**config.mk**
```make
export PLATFORM = sky130hd
export DESIGN_NAME = jtkunio_objdma
export DESIGN_NICKNAME = d
export VERILOG_FILES = /design/src/rtl/jtkunio_objdma_pkg.sv /design/src/rtl/jtkunio_objdma.sv
export SDC_FILE = /design/constraint.sdc
export NUM_CORES = 1
export LEC_CHECK = 0
export CAP_MARGIN = 20
export CORE_AREA = 2 2 72 74
export CTS_CLUSTER_SIZE = 12
export DETAILED_ROUTE_END_ITERATION = 16
export DIE_AREA = 0 0 74 76
export MAX_ROUTING_LAYER = met4
export PLACE_DENSITY_LB_ADDON = 0.15
export SLEW_MARGIN = 20
export SYNTH_ARGS = -nofsm -noshare
export SYNTH_HDL_FRONTEND = slang
export SYNTH_SLANG_ARGS = --single-unit
```
**constraint.sdc**
```tcl
create_clock -name clk -period 2.47 [get_ports clk]
set_clock_uncertainty 0.2 [all_clocks]
set_input_delay 0.6175 -clock clk [delete_from_list [all_inputs] [get_ports clk]]
set_output_delay 0.6175 -clock clk [all_outputs]
set_load 0.1 [all_outputs]
```
**src/rtl/jtkunio_objdma_pkg.sv**
```systemverilog
// Shared definitions for the sprite object-RAM DMA engine.
// The video top and the bench use these values too.
package jtkunio_objdma_pkg;

   typedef enum logic [1:0] {
      ST_IDLE,
      ST_REQ,
      ST_COPY,
      ST_DONE
   } dma_state_t;

   // Default table geometry: 2^AW bytes copied from SRC_BASE upward
   localparam int          OBJDMA_AW       = 8;
   localparam int          OBJDMA_LEN      = 1 << OBJDMA_AW;
   localparam logic [11:0] OBJDMA_SRC_BASE = 12'h000;

endpackage

```
**src/rtl/jtkunio_objdma.sv**
```systemverilog
// Object-RAM DMA: requests the CPU bus and copies 2^AW sprite attribute
// bytes from shared CPU RAM into the private object table.
module jtkunio_objdma
   import jtkunio_objdma_pkg::*;
#(
   parameter int          AW       = OBJDMA_AW,
   parameter logic [11:0] SRC_BASE = OBJDMA_SRC_BASE
)(
   input  logic          clk,
   input  logic          rst_n,
   input  logic          cen,
   input  logic          dma_go,
   input  logic          busak_n,
   input  logic [7:0]    dma_din,
   output logic          busrq,
   output logic [11:0]   dma_addr,
   output logic          dma_rd,
   output logic [AW-1:0] obj_addr,
   output logic [7:0]    obj_din,
   output logic          obj_we,
   output logic          busy,
   output logic          done
);

   dma_state_t  state;
   logic [AW:0] cnt;
   logic        pend;
   logic        in_copy;

   assign in_copy = (state == ST_COPY);

   // Write strobe and done are qualified by cen so they land exactly on a
   // cen clk; the byte written at count k is the one fetched at count k-1.
   assign obj_we   = cen & in_copy & ~busak_n & (cnt != '0);
   assign done     = cen & (state == ST_DONE);
   assign dma_rd   = in_copy & ~cnt[AW];
   assign dma_addr = in_copy ? SRC_BASE + 12'(cnt[AW-1:0]) : SRC_BASE;
   assign obj_din  = in_copy ? dma_din : 8'h00;

   // Request/copy sequencer; dma_go is latched into pend on any clk
   always_ff @(posedge clk or negedge rst_n) begin
      if (!rst_n) begin
         state    <= ST_IDLE;
         busrq    <= 1'b0;
         busy     <= 1'b0;
         pend     <= 1'b0;
         cnt      <= '0;
         obj_addr <= '0;
      end else begin
         if (cen && pend && (state == ST_IDLE || state == ST_DONE))
            pend <= 1'b0;
         if (dma_go)
            pend <= 1'b1;
         if (cen) begin
            case (state)
               ST_IDLE: begin
                  if (pend) begin
                     state <= ST_REQ;
                     busy  <= 1'b1;
                     busrq <= 1'b1;
                  end
               end
               ST_REQ: begin
                  busrq <= 1'b1;
                  if (!busak_n) begin
                     state    <= ST_COPY;
                     cnt      <= '0;
                     obj_addr <= '0;
                  end
               end
               ST_COPY: begin
                  // A withdrawn grant freezes the count, address and write pointer
                  if (!busak_n) begin
                     if (cnt != '0)
                        obj_addr <= obj_addr + AW'(1);
                     if (cnt[AW])
                        state <= ST_DONE;
                     else
                        cnt <= cnt + (AW+1)'(1);
                  end
               end
               ST_DONE: begin
                  busrq <= 1'b0;
                  if (pend) begin
                     state <= ST_REQ;
                  end else begin
                     state <= ST_IDLE;
                     busy  <= 1'b0;
                  end
               end
               default: state <= ST_IDLE;
            endcase
         end
      end
   end

endmodule

```
==> run summary <==
Run status: complete, but fails checks
Failing checks: negative setup slack
Commonest cells after routing, fill and taps aside: buf_4 (24), dfrtp_1 (22), nand2_1 (19), buf_12 (19), and2_2 (16)
GPL Wtd Cong: 0.7700
Die Width: 74 um
Static Leak: 1.011 nW
GRT overflow: 0
Seq/Total Area, Yosys: 39.60%
Crit path DAT: 1750 ps
Final TNS setup: -98.05 ps
Ports: 46
Worst path bufs/invs: 3
Chip Height: 76 um
Final Critical Period: 2568 ps
Startpoint class of the critical path: flop
Final net count: 226
FP Rows: 26
Fill cells: 481
Global-route wire length before repair: 6.210 mm
Starting DRC count in detailed routing: 15
WL/cell: 12.76 um
Worst hold path type: flop to flop
WP data required: 1650 ps
Fin util: 45.44%
Worst-path clk slew: 80 ps
Fin. max-slew vios: 0
Synth Area in Simple Gates: 25.83%
Placed Cells: 270
Core area: 4912 um2
Ranking of synthesized cells by area: dfrtp_1 (40%), and2_1 (8.1%), ha_1 (6.3%)
Share of the synthesized area in the top cell type: 39.60%
CTS Buf Count: 3
Synthesized area: 1390 um2
DRC: 0
Synth Area in Compound Gates: 16.56%
Clock Latency Late Sink: 270 ps
Largest family of logic cells by synthesized area: simple AND/OR/NAND/NOR gates
Port-buffer cells: 41
Layout cell share with drive strength beyond 1: 38.05%
Finished Layout Cells: 275
Final Power: 2.126 mW
Commonest non-fill, non-tap cell in the layout: buf_4
Setup ws final: -98.05 ps
Syn Inst Count: 153
Slowest cell on crit path: or4b_4
DP HPWL: 2.743 mm
H-tree levels: 1
Average vias per placed instance: 4.607
Pwr/cell area: 952.6 nW/um2
Antenna cell count: 0
Vias in the first global route: 1317
CTS sink cnt: 22
Place WS: -55.00 ps
Critical path type: flop to output port
Area growth syn-to-layout: 60.58%
CP peak stage delay: 470 ps
# Max-Cap Violations: 0
Pin count of the biggest net entering global routing: 23
Post-synth cell types: 43
Post-route ant nets: 0
Post-synthesis adder-cell area fraction: 6.301%
Highest ir drop seen on vdd: 462.2 uV
Via count: 1267
Post-route cell area: 2232 um2
Synth Area in XOR/XNOR: 2.520%
CTS tree: done
Synth warn: 0
Worst-path cell chain: inv_1 -> ha_1 -> or4b_4 -> o211ai_4 -> inv_2 -> buf_12
Starting Density: 28.30%
Initial antenna violation count: 0
CP delay by family, top: simple AND/OR/NAND/NOR gates
Hold slack: 276.9 ps
Die footprint: 5624 um2
CP endpoint kind: output port
Post-Place Cell Area: 2118 um2
Max Freq: 0.3894 GHz
Final Hold Fails: 0
Mean Syn Cell Area: 9.086 um2
Final setup fails: 1
Clock root buffer: clkbuf_8
Final Cycle Share: 104.0%
Cell taking the most area after synthesis: dfrtp_1
Max Root-Sink Buffers: 2
Critical path peak fanout: 2
Router iterations before antenna repair: 5
RSZ-0062 raised after global routing: true
Multiplexer area fraction after synthesis: 2.250%
#FFs+latches synth: 22
WL final: 3.510 mm
Total GRT Usage: 13.98%
## layout make-up
cell class	instances	area [um2]	area share [%]
tap	70	87.58	3.924
clock buffer	3	41.29	1.850
multi-input combinational	117	808.3	36.21
clock inverter	1	30.03	1.345
sequential	22	550.5	24.66
inverter	6	22.52	1.009
timing repair buffer	56	691.9	31.00
## synthesized netlist by cell type, drive strengths merged
| library cell | n |
|---|---|
| o21ai | 7 |
| nand3 | 5 |
| clkbuf | 3 |
| nor2b | 3 |
| or4b | 1 |
| and3 | 2 |
| or3 | 1 |
| o31ai | 2 |
| mux2i | 2 |
| or2 | 3 |
| o311ai | 1 |
| nor4 | 1 |
| xor2 | 4 |
| and2b | 1 |
| or4 | 1 |
| inv | 6 |
| o41ai | 1 |
| nor2 | 6 |
| buf | 8 |
| o211ai | 4 |
| and2 | 19 |
| a2111oi | 1 |
| o21bai | 2 |
| a21oi | 6 |
| a32o | 1 |
| nor3 | 2 |
| conb | 1 |
| a21o | 3 |
| nand2b | 1 |
| ha | 7 |
| a31oi | 1 |
| o2111ai | 3 |
| a211o | 1 |
| dfrtp | 22 |
| and4 | 1 |
| nand2 | 19 |
| mux2 | 1 |
## flip-flops by register name, summed over array words and instances (netlist names)
name,cells
busrq,1
busy,1
cnt,9
obj_addr,8
pend,1
state,2
## path summary, 6_finish.rpt
check | cells past startpoint | slack, ps | startpoint | end
max in group asynchronous | 2 | 1340 | rst_n | cnt[2]
worst max register to register | 7 | 300 | cnt[0] | obj_addr[2]
worst min register to register | 1 | 280 | obj_addr[7] | obj_addr[7]
worst min-delay path | 1 | 280 | obj_addr[7] | obj_addr[7]
min in group asynchronous | 2 | 500 | rst_n | state[0]
worst max-delay path | 6 | -100 | cnt[0] | obj_we
## power by group
part           internal (mW)  switching, mW  total [mW]
Clock                  0.217          0.133       0.350
Combinational          0.449          0.851        1.30
Sequential             0.421         0.0551       0.477
Total                   1.09           1.04        2.13
## per-layer routing
layer | share of wire [%] | up-vias | GRT usage (%) | routed length (um)
met3 | 5.6 | 6 | 2.116 | 196
met2 | 52 | 35 | 23.48 | 1811
met4 | 1.3 | 0 | 3.818 | 46
met1 | 41 | 601 | 17.25 | 1455
met5 | 0 | - | - | 0
li1 | - | 625 | - | -
## logic make-up (layout without fill, tap and decap cells)
kind of cell	count (synthesis)	count (layout)
buffers and inverters	17	66
other	1	4
AND/OR/NAND/NOR	66	66
flip-flops	22	22
AO/OA/AOI/OAI	33	33
XOR/XNOR	4	4
multiplexers	3	3
adder cells (fa/ha/maj)	7	7
## repair_timing
action / 4_1_cts / 5_1_grt
endpoints found under the setup margin: 18 / 18
gates cloned: 0 / 0
resized for setup: 5 / 4
setup buffers: 0 / 1
pin swaps: 1 / 0
hold buffers: 0 / 0
## worst register-to-register path: stages, from the launching register on
cell	delay (ps)
dfrtp_1	380
inv_1	60
ha_1	140
or4b_4	470
o211ai_4	190
buf_4	200
mux2_2	340
mux2i_1	120
Note: power is estimated with default switching activity, not from simulation.
